File: config.mk
export PLATFORM = sky130hd
export DESIGN_NAME = difftest_arch_event_collector
export DESIGN_NICKNAME = d
export VERILOG_FILES = /design/src/rtl/difftest_arch_event_collector.sv
export SDC_FILE = /design/constraint.sdc
export NUM_CORES = 1
export LEC_CHECK = 0
export ABC_AREA = 1
export BUFFER_PORTS_ARGS = -buffer_cell sky130_fd_sc_hd__buf_4
export CAP_MARGIN = 0
export CORE_MARGIN = 5
export CORE_UTILIZATION = 55
export DETAILED_ROUTE_END_ITERATION = 12
export PLACE_DENSITY = 0.75
export SLEW_MARGIN = 20
export SYNTH_ARGS = -nofsm -noshare
export SYNTH_HDL_FRONTEND = slang
export SYNTH_SLANG_ARGS = --single-unit
File: constraint.sdc
create_clock -name clock -period 5.6 [get_ports clock]
set_input_delay 0 -clock clock [delete_from_list [all_inputs] [get_ports clock]]
set_output_delay 0 -clock clock [all_outputs]
set_load 0.005 [all_outputs]
File: src/rtl/difftest_arch_event_collector.sv
// Trap event collector: queues interrupts/exceptions in arrival order, pairs each
// exception with its later instruction word, and emits one registered event per cycle.
module difftest_arch_event_collector #(
  parameter int DEPTH = 4
) (
  input  logic        clock,
  input  logic        reset,
  input  logic [7:0]  io_coreid,
  input  logic        io_in_valid,
  output logic        io_in_ready,
  input  logic        io_in_isInterrupt,
  input  logic [31:0] io_in_cause,
  input  logic [63:0] io_in_pc,
  input  logic        io_inst_valid,
  input  logic [31:0] io_inst_bits,
  output logic        io_out_valid,
  output logic [7:0]  io_out_coreid,
  output logic [31:0] io_out_intrNO,
  output logic [31:0] io_out_cause,
  output logic [63:0] io_out_exceptionPC,
  output logic [31:0] io_out_exceptionInst,
  output logic        io_overflow,
  output logic        io_instOrphan
);
  localparam int AW = $clog2(DEPTH);

  // Handshake: an event is taken on io_in_valid && io_in_ready; io_in_ready
  // depends only on the stored count, never on a same-cycle dequeue.

  logic          ent_intr  [DEPTH];
  logic [31:0]   ent_cause [DEPTH];
  logic [63:0]   ent_pc    [DEPTH];
  logic [31:0]   ent_inst  [DEPTH];
  logic          ent_done  [DEPTH];

  logic [AW-1:0] head, tail, fill;
  logic [AW:0]   count;
  logic          fill_found;

  logic          enq, enq_exc, fill_old, fill_new, orphan_now, deq;
  logic          hd_valid, hd_done, hd_intr;
  logic [31:0]   hd_cause, hd_inst;
  logic [63:0]   hd_pc;

  assign io_in_ready = (count < (AW+1)'(DEPTH)) && !reset;
  assign enq         = io_in_valid && io_in_ready;
  assign enq_exc     = enq && !io_in_isInterrupt;

  // fill: oldest stored entry still waiting for its instruction word
  always_comb begin
    fill       = head;
    fill_found = 1'b0;
    for (int i = 0; i < DEPTH; i++) begin
      if (!fill_found && ((AW+1)'(i) < count) && !ent_done[head + AW'(i)]) begin
        fill_found = 1'b1;
        fill       = head + AW'(i);
      end
    end
  end

  assign fill_old   = io_inst_valid && fill_found;
  assign fill_new   = io_inst_valid && !fill_found && enq_exc;
  assign orphan_now = io_inst_valid && !fill_found && !enq_exc;

  // Effective head includes a same-cycle enqueue into an empty FIFO and a
  // same-cycle fill of the stored head, so ready events leave without a bubble.
  always_comb begin
    hd_valid = 1'b0;
    hd_done  = 1'b0;
    hd_intr  = 1'b0;
    hd_cause = '0;
    hd_pc    = '0;
    hd_inst  = '0;
    if (count == '0) begin
      hd_valid = enq;
      hd_intr  = io_in_isInterrupt;
      hd_cause = io_in_cause;
      hd_pc    = io_in_pc;
      hd_inst  = fill_new ? io_inst_bits : 32'd0;
      hd_done  = io_in_isInterrupt || fill_new;
    end else begin
      hd_valid = 1'b1;
      hd_intr  = ent_intr[head];
      hd_cause = ent_cause[head];
      hd_pc    = ent_pc[head];
      if (fill_old && fill == head) begin
        hd_inst = io_inst_bits;
        hd_done = 1'b1;
      end else begin
        hd_inst = ent_inst[head];
        hd_done = ent_done[head];
      end
    end
  end

  assign deq = hd_valid && hd_done;

  always_ff @(posedge clock) begin
    if (reset) begin
      head                 <= '0;
      tail                 <= '0;
      count                <= '0;
      io_overflow          <= 1'b0;
      io_instOrphan        <= 1'b0;
      io_out_valid         <= 1'b0;
      io_out_coreid        <= '0;
      io_out_intrNO        <= '0;
      io_out_cause         <= '0;
      io_out_exceptionPC   <= '0;
      io_out_exceptionInst <= '0;
      for (int i = 0; i < DEPTH; i++) begin
        ent_intr[i]  <= 1'b0;
        ent_cause[i] <= '0;
        ent_pc[i]    <= '0;
        ent_inst[i]  <= '0;
        ent_done[i]  <= 1'b0;
      end
    end else begin
      if (enq) begin
        ent_intr[tail]  <= io_in_isInterrupt;
        ent_cause[tail] <= io_in_cause;
        ent_pc[tail]    <= io_in_pc;
        ent_inst[tail]  <= fill_new ? io_inst_bits : 32'd0;
        ent_done[tail]  <= io_in_isInterrupt || fill_new;
        tail            <= tail + 1'b1;
      end
      if (fill_old) begin
        ent_inst[fill] <= io_inst_bits;
        ent_done[fill] <= 1'b1;
      end
      if (deq) head <= head + 1'b1;
      count <= count + (AW+1)'(enq) - (AW+1)'(deq);

      if (io_in_valid && !io_in_ready) io_overflow <= 1'b1;
      if (orphan_now) io_instOrphan <= 1'b1;

      io_out_coreid        <= io_coreid;
      io_out_valid         <= deq;
      io_out_intrNO        <= (deq && hd_intr)  ? hd_cause : 32'd0;
      io_out_cause         <= (deq && !hd_intr) ? hd_cause : 32'd0;
      io_out_exceptionPC   <= deq ? hd_pc : 64'd0;
      io_out_exceptionInst <= (deq && !hd_intr) ? hd_inst : 32'd0;
    end
  end
endmodule
Word level (Yosys, flattened, before mapping)
Memory sizes are Yosys's and may differ from the RTL's. A register that Yosys moved wholly into a read port is not among the register bits.
Index checks and enable logic that the tools add are counted.
Word-level totals
  ROM bits: 0
  register bits after elaboration: 178
  RAM bits: 520
  input port bits: 141
  output and inout port bits: 172
  memories: 5
  latch bits: 0
  word-level logic and storage cells: 130
Cells by class
  equality and inequality tests: 1
  muxes and demuxes: 55
  divide/modulo/power cells: 0
  magnitude comparators: 5
  bitwise logic cells: 3
  shift-type cells: 0
  $mul: 0
  reduce and logical (&&, ||, !) cells: 44
  $add $sub $neg: 6
Memories
  ent_pc: words 4, width 64, read ports 1, clocked after memory_dff 1, write ports 4, line 32  | logic [63:0] ent_pc [DEPTH];
  ent_cause: words 4, width 32, read ports 1, clocked after memory_dff 1, write ports 4, line 31  | logic [31:0] ent_cause [DEPTH];
  ent_inst: words 4, width 32, read ports 1, clocked after memory_dff 1, write ports 4, line 33  | logic [31:0] ent_inst [DEPTH];
  ent_done: words 4, width 1, read ports 4, clocked after memory_dff 1, write ports 4, line 34  | logic ent_done [DEPTH];
  ent_intr: words 4, width 1, read ports 1, clocked after memory_dff 1, write ports 4, line 30  | logic ent_intr [DEPTH];
Operator list (count)
  two-way mux 32 bit: 7
  two-way mux 64 bit: 2
  OR reduction 32 bit: 3
  OR reduction 64 bit: 1
  two-way mux 2 bit: 20
  two-way mux 1 bit: 26
  logical AND 1 bit: 19
  zero test 1 bit: 13
  < comparator 1 x 3 -> 1 bit, first input constant: 2
  < comparator 2 x 3 -> 1 bit, first input constant: 2
  OR reduction 2 bit: 3
  adder 2 x 1 -> 2 bit, second input constant: 2
  adder 2 bit, second input constant: 2
  adder 3 x 1 -> 3 bit: 1
  zero test 3 bit: 1
  < comparator 3 bit, second input constant: 1
  NOT 1 bit: 3
  OR reduction 1 bit: 3
  subtractor 3 x 1 -> 3 bit: 1
  == test 2 bit: 1
  logical OR 1 bit: 1

Longest topological paths before layout
Gate-level depths: netlist (run 1).
  word-level depth: 24
  depth in mapped cells: 18
  gate-level depth less buffers: 17

Worst setup path after synthesis (run 1)
Ideal clock, no wire load.
  kind: reg2reg
  start: register count[2]
  end: memory ent_inst[1][0], enable pin
  library setup time: 390 ps
  slack: 757 ps
  path buffers: 1
  clock period less this slack: 4843 ps
  arrival: 4454 ps
  stages on the path, launching flop included: 11
  required time: 5210 ps
  cell sequence: dfxtp_1 > nor2_1 > nand2_1 > clkbuf_1 > nor2_1 > inv_1 > nor2_1 > inv_2 > nand2_1 > inv_1 > nand2_1
RTL lines
  start, declared: line 37  | logic [AW:0] count;
  start signal, assigned: line 132  | count <= count + (AW+1)'(enq) - (AW+1)'(deq);
  end, declared: line 33

==> results of run 1 <==
[flip-flops by register name (all words and copies together), names as in the netlist, named ones only]
register / cells
io_out_valid: 1
ent_done: 4
io_out_cause: 32
io_out_coreid: 8
io_out_exceptionPC: 64
io_instOrphan: 1
ent_pc: 256
tail: 2
ent_cause: 128
ent_intr: 4
io_out_exceptionInst: 32
io_out_intrNO: 32
io_overflow: 1
ent_inst: 128
head: 2
count: 3
[cells in the mapped netlist, drive strengths merged, types with 2 or more instances]
cell / count / share of area [%]
nor2: 958 / 12
edfxtp: 516 / 52
o21ai: 421 / 7.1
nand2: 254 / 3.3
inv: 199 / 2.5
dfxtp: 184 / 12
clkbuf: 152 / 1.9
nand4: 98 / 2.1
o221ai: 96 / 2.8
buf: 73 / 1.4
nand3: 55 / 0.98
a21oi: 40 / 0.67
ha: 3 / 0.13
a22oi: 2 / 0.051
nor3: 2 / 0.067
o22ai: 2 / 0.042
[worst reg2reg max path: stages, from the launching register on]
cell     delay, ps
dfxtp_4        360
buf_4          550
nand2_1        120
nand3_1        120
nand2_1         80
nand2_1        180
nand2_2        120
nor2_4         130
nand3_1        100
nand2_2         90
buf_4          400
nand4_1        810
nand2_1        260
buf_4          470
[path summary, 6_finish.rpt]
path               start               endpoint  slack [ps]  depth (start not counted)
max                 flop         ent_inst[2][5]        1410                         13
min          io_in_pc[3]  io_out_exceptionPC[3]         230                          4
max reg2reg         flop         ent_inst[2][5]        1410                         13
min reg2reg      tail[0]                tail[0]         490                          2
[power groups by stage]
stage                     sequential [mW]  clock, mW  combinational [mW]
after floorplan                      6.68          0                3.57
after global placement               6.72          0                5.19
after detailed placement             6.75          0                5.31
after CTS                            6.64       4.94                5.43
after global routing                 6.70       5.17                6.04
final                                6.65       4.89                5.51
[layout make-up]
cell class | instances | area (sq um) | share of cell area, %
clock buffers | 114 | 2261 | 6.234
clock inverters | 19 | 171.4 | 0.4727
inverters | 199 | 772.0 | 2.129
multi-input cells | 1938 | 8845 | 24.39
flip-flops and latches | 700 | 19190 | 52.91
well taps | 696 | 870.8 | 2.401
repair buffers | 500 | 4159 | 11.47
[stage by stage]
step,instances,utilization (%)
after floorplan,3062,-
after global placement,3883,60.16
after detailed placement,3884,60.22
after CTS,4166,67.52
after global routing,4166,67.52
final,4166,67.52
[layer usage]
metal  global-route usage, %  wire (microns)  vias to the layer above
li1                        -               -                    11100
met1                   35.95           32110                    11470
met2                   46.35           40630                     1361
met3                   5.130            8039                      192
met4                   10.14            2662                        0
met5                       0               0                        -
[logic make-up (layout without fill, tap and decap cells)]
group                      Yosys count  count (layout)  share of synthesized area, %
AOI/OAI and AO/OA                  563             563                         10.74
muxes                                1               1                       0.03369
and+or+nand+nor                   1368            1368                         18.55
buffers and inverters              424             832                         5.875
adders and majority gates            4               4                        0.1937
DFF                                700             700                         64.55
xor gates and xnor gates             2               2                       0.05897
[repair_timing]
action                                 CTS  global route
hold buffers                           149             0
endpoints found under the hold margin  698             0
setup endpoints to repair                0             0
buffers inserted                         0             0
==> metrics.md, run 1 <==
| Metric | Value |
|---|---|
| ANT cells | 0 |
| Post-synth top flop | edfxtp_1 |
| CORE AREA | 53710 sq um |
| Power share of the clock group | 28.7% |
| Area growth, synth to finish | 22.06% |
| Ports | 313 |
| CTS tree | built |
| Slew @ Worst Pin | 1138 ps |
| H-tree lvl count | 3 |
| Sw Share | 36.06% |
| Sequential share of the synthesized area | 64.55% |
| Dpl hpwl | 45.09 mm |
| Fin Hold WS | 226.0 ps |
| Combinational power share | 32.3% |
| Pre-antenna DRT Iters | 6 |
| Clk buf depth | 3 |
| Post-synth ARST share | 0% |
| Family with the most delay on the worst path | simple AND/OR/NAND/NOR gates |
| Total gr overflow | 0 |
| Dpl ws | 1468 ps |
| Fmax achieved | 0.2384 GHz |
| Clock Sink Count | 700 |
| Synthesized area | 29710 sq um |
| Slew HR | 24.12% |
| Initial Util | 55.32% |
| # nets final | 3556 |
| Final setup fails | 0 |
| Worst-path clk slew | 60 ps |
| CP max-delay cell | nand4_1 |
| Die area | 58770 sq um |
| Critical-path cell list | buf_4 > nand2_1 > nand3_1 > nand2_1 > nand2_1 > nand2_2 > nor2_4 > nand3_1 > nand2_2 > buf_4 > nand4_1 > nand2_1 > buf_4 |
| Final wirelength | 83.44 mm |
| Pin count of the biggest net entering global routing | 122 |
| Critical Path AT | 4440 ps |
| Total power | 17.05 mW |
| RSZ-0062 raised after global routing | false |
| Area after DPL | 32340 sq um |
| RD Place Congestion | 0.8243 |
| P_int | 10.90 mW |
| Die Y | 242.4 microns |
| Total number of yosys warnings | 0 |
| Avg Synthesized Cell Area | 9.703 sq um |
| Share of cells above drive strength 1 | 14.32% |
| Overall die width | 242.4 microns |
| PD cells | 470.1 nW/um^2 |
| Worst Path Buf+Inv | 3 |
| Hold Crit Class | in2reg |
| Synth Register Bits | 700 |
| Final Hold Vio Count | 0 |
| Crit end category | flop |
| Setup tns final | 0 ps |
| Min cycle time layout | 4195 ps |
| CP most frequent cell | nand2_1 |
| Synth Instances | 3062 |
| # port buffers | 312 |
| Syn Nets | 3207 |
| CP max FO | 62 |
| Synth cell types | 34 |
| Vias in the first global route | 24110 |
| 1st-iter DRT viols | 2760 |
| Global-route wire length before repair | 131.3 mm |
| Root Driver | clkbuf_16 |
| Static Leakage | 15.19 nW |
| Vias | 24120 |
| Num rows | 85 |
| Global Route Usage Sum | 27.54% |
| Fin crit share | 74.91% |
| Setup Skew | 18.69 ps |
| Commonest cells after routing, fill and taps aside | nor2_1 (952), edfxtp_1 (516), o21ai_0 (408) |
| Status | complete, no violations |
| Sw power | 6.148 mW |
| Fillers | 3978 |
| Antenna violations before repair | 0 |
| Type of origin of the critical path | flop |
| Remaining DRCs | 0 |
| Cell area after layout | 36260 sq um |
| Slowest stage delay, CP | 810 ps |
| Skew-Pair Late Insertion Delay | 620 ps |
| Routed Antenna Nets | 0 |
| Vias per cell | 5.790 |
| Max Cap Viol | 0 |
| Wire per inst | 20.03 microns |
| Most common cell after layout, fill and taps aside | nor2_1 |
| Sequential fraction of design power | 39.0% |
| Count of pins over their slew limit | 0 |
| Post-synth EDFFs | 516 |
| Crit path required time | 5840 ps |
| Crit Path Class | reg2reg |
| Clock buffer count from CTS | 72 |
| Post-CTS sizing | 0 |
| Final worst setup slack | 1405 ps |
| Worst VDD drop | 394.8 uV |
Power figures use the tool's default switching activity.
==> run 2, diff against run 1 <==
--- a/config.mk
+++ b/config.mk
@@ -9,9 +9,9 @@
 export BUFFER_PORTS_ARGS = -buffer_cell sky130_fd_sc_hd__buf_4
 export CAP_MARGIN = 0
 export CORE_MARGIN = 5
-export CORE_UTILIZATION = 55
+export CORE_UTILIZATION = 53
 export DETAILED_ROUTE_END_ITERATION = 12
-export PLACE_DENSITY = 0.75
+export PLACE_DENSITY = 0.76
 export SLEW_MARGIN = 20
 export SYNTH_ARGS = -nofsm -noshare
 export SYNTH_HDL_FRONTEND = slang
==> constraint.sdc (replaced) <==
create_clock -name clock -period 3.8 [get_ports clock]
set_input_delay 0 -clock clock [delete_from_list [all_inputs] [get_ports clock]]
set_output_delay 0 -clock clock [all_outputs]
set_load 0.005 [all_outputs]
==> run 2 against run 1 <==
Net effect: core utilization down 1.5 points; total power up 49%; fmax rose by 29%; largest cell class unchanged.
==> metrics.md, run 2 (same netlist as run 1, synthesis figures left out) <==
| Metric | Value |
|---|---|
| Status | complete, no violations |
| Slew @ Worst Pin | 982.9 ps (-155.3 ps) |
| Max Cap Viol | 0 (unchanged) |
| Critical-path cell list | inv_1 > nand2_1 > nand2_2 > nand2_1 > nand2_1 > nor2_2 > nand2_1 > nand2_1 > nand2_1 > nand2_1 > nand2_2 > inv_2 > buf_4 > nand4_1 > nand2_1 |
| Setup tns final | 0 ps (unchanged) |
| Clock Sink Count | 700 (unchanged) |
| Setup Skew | 12.49 ps (-6.201 ps) |
| Crit. Startpoint | head[0] |
| Vias | 23980 (-0.59%) |
| PD cells | 694.8 nW/um^2 (+48%) |
| Crit Path Class | reg2reg |
| Largest registers | ent_pc x256, ent_cause x128, ent_inst x128 |
| Commonest cells after routing, fill and taps aside | nor2_1 (952), edfxtp_1 (516), o21ai_0 (408) |
| Wire per inst | 19.75 microns (-1.4%) |
| Fillers | 4197 (+5.5%) |
| Type of origin of the critical path | flop |
| Worst-path clk slew | 60 ps (about the same) |
| Worst R2R End | ent_inst[1][11] |
| Overall die width | 246.8 microns (+1.8%) |
| Hold Crit Class | in2reg |
| Total power | 25.39 mW (+49%) |
| Final wirelength | 83.57 mm (+0.16%) |
| Sequential fraction of design power | 38.4% (-0.6 points) |
| CTS tree | built |
| Area growth, synth to finish | 22.98% |
| Final Core Density | 66.07% (-1.5 points) |
| H-tree lvl count | 3 (unchanged) |
| Global Route Usage Sum | 26.79% (-0.75 points) |
| 1st-iter DRT viols | 2537 (-8.1%) |
| Multi-input logic area | 8850 sq um (about the same) |
| WHS Endpoint | io_out_exceptionPC[18] |
| Hold Crit Start | io_in_pc[18] |
| Final setup fails | 0 (unchanged) |
| Detail Route met3 WL | 8.293 mm (+3.2%) |
| Pre-antenna DRT Iters | 5 (-1) |
| Fin Hold WS | 231.9 ps (+5.895 ps) |
| Crit path required time | 4260 ps (-1580 ps) |
| Final std cells w/o fill | 4232 (+1.6%) |
| Pin count of the biggest net entering global routing | 259 (+110%) |
| CP max-delay cell | buf_4 |
| Remaining DRCs | 0 (unchanged) |
| Min cycle time layout | 3243 ps (-951.6 ps) |
| Fin crit share | 85.35% (+10 points) |
| Skew-Pair Late Insertion Delay | 600 ps (-20 ps) |
| P_int | 16.25 mW (+49%) |
| # nets final | 3563 (+0.20%) |
| Routed Antenna Nets | 0 (unchanged) |
| Top reg by flops | ent_pc |
| M1 WL | 31.84 mm (-0.83%) |
| Fmax achieved | 0.3083 GHz (+29%) |
| Vias in the first global route | 24330 (+0.91%) |
| Vias per cell | 5.666 (-2.1%) |
| Num rows | 86 (+1.2%) |
| RD Place Congestion | 0.8523 (+3.4%) |
| Antenna violations before repair | 8 (+8) |
| Register Area | 19190 sq um (unchanged) |
| Most common cell after layout, fill and taps aside | nor2_1 |
| Family with the most delay on the worst path | simple AND/OR/NAND/NOR gates |
| Clk buf depth | 3 (unchanged) |
| DR top layer | met5 |
| Inst Count DP | 3941 (+1.5%) |
| Critical Path AT | 3700 ps (-740 ps) |
| Combinational power share | 32.5% (+0.2 points) |
| Clock buffer count from CTS | 72 (unchanged) |
| Die Y | 246.8 microns (+1.8%) |
| Share of cells above drive strength 1 | 14.55% (+0.23 points) |
| Sw Share | 35.99% (-0.068 points) |
| Count of pins over their slew limit | 0 (unchanged) |
| # port buffers | 312 (unchanged) |
| Metal2 WL | 41.32 mm (+1.7%) |
| Worst Path Buf+Inv | 3 (unchanged) |
| Worst hold path cell count | 4 (unchanged) |
| Worst r2r src | head[0] |
| Root Driver | clkbuf_16 |
| Die area | 60890 sq um (+3.6%) |
| Largest register FFs | 256 (unchanged) |
| Power share of the clock group | 29.2% (+0.5 points) |
| Ports | 313 (unchanged) |
| Flop-to-flop setup slack | 560 ps (-850 ps) |
| CP most frequent cell | nand2_1 |
| Sw power | 9.138 mW (+49%) |
| Crit end category | flop |
| R2R cell count | 15 (+2) |
| Post-CTS sizing | 0 (unchanged) |
| Slew HR | 34.47% (+10 points) |
| CORE AREA | 55310 sq um (+3.0%) |
| Worst VDD drop | 698.5 uV (+77%) |
| Initial Util | 53.72% (-1.6 points) |
| Slowest stage delay, CP | 620 ps (-190 ps) |
| Dpl hpwl | 43.51 mm (-3.5%) |
| CP max FO | 64 (+3.2%) |
| RSZ-0062 raised after global routing | false |
| Global-route wire length before repair | 130.2 mm (-0.81%) |
| Final Hold Vio Count | 0 (unchanged) |
| Static Leakage | 15.27 nW (+0.57%) |
| Total gr overflow | 0 (unchanged) |
## run 2: through the flow
step / setup slack (ps) / area, sq um
floorplan: 122.9 / 29720
global placement: 738.2 / 32480
detailed placement: 706.5 / 32480
CTS: 670.0 / 36490
global route: 355.1 / 36540
finish: 556.7 / 36540
## run 2: power by group through the flow
stage          logic (mW)  clock network, mW  registers (mW)
4_1_cts              8.09               7.47            9.73
6_report             8.24               7.41            9.74
3_3_place_gp         7.70                  0            9.85
5_1_grt              9.03               7.83            9.83
2_1_floorplan        5.26                  0            9.83
3_5_place_dp         7.89                  0            9.89
## run 2: timing repair
item,CTS,global route
buffers inserted,0,0
hold endpoints to repair,699,0
hold buffers,150,0
## run 2: worst max-delay path by stage
stage	endpoint	slack, ps	depth (start not counted)
after floorplan	ent_cause[0][0]	120	7
after detailed placement	ent_inst[0][10]	710	12
final	ent_inst[1][11]	560	15
after global placement	ent_inst[0][8]	740	12
after global routing	ent_inst[1][14]	360	15
after CTS	ent_inst[1][11]	670	15
## run 2: worst reg2reg max path, cell delays in order, from the launching register on
cell and delay [ps]:
dfxtp_1 540, inv_1 220, nand2_1 130, nand2_2 80, nand2_1 100, nand2_1 70
nor2_2 140, nand2_1 130, nand2_1 80, nand2_1 60, nand2_1 70, nand2_2 300
inv_2 170, buf_4 620, nand4_1 280, nand2_1 120
## run 2: area by class of cell
| class | instances | area share [%] |
|---|---|---|
| multi-input combinational | 1938 | 24.22 |
| tap | 748 | 2.561 |
| clock buffer | 103 | 5.989 |
| sequential | 700 | 52.51 |
| antenna | 7 | 0.04794 |
| clock inverter | 30 | 0.8800 |
| timing repair buffer | 507 | 11.69 |
| inverter | 199 | 2.106 |
## run 2: per-layer routing
metal	GRT usage, %	up-vias
met4	9.157	2
met5	0	-
met2	45.99	1294
met3	4.777	164
met1	34.58	11390
li1	-	11130
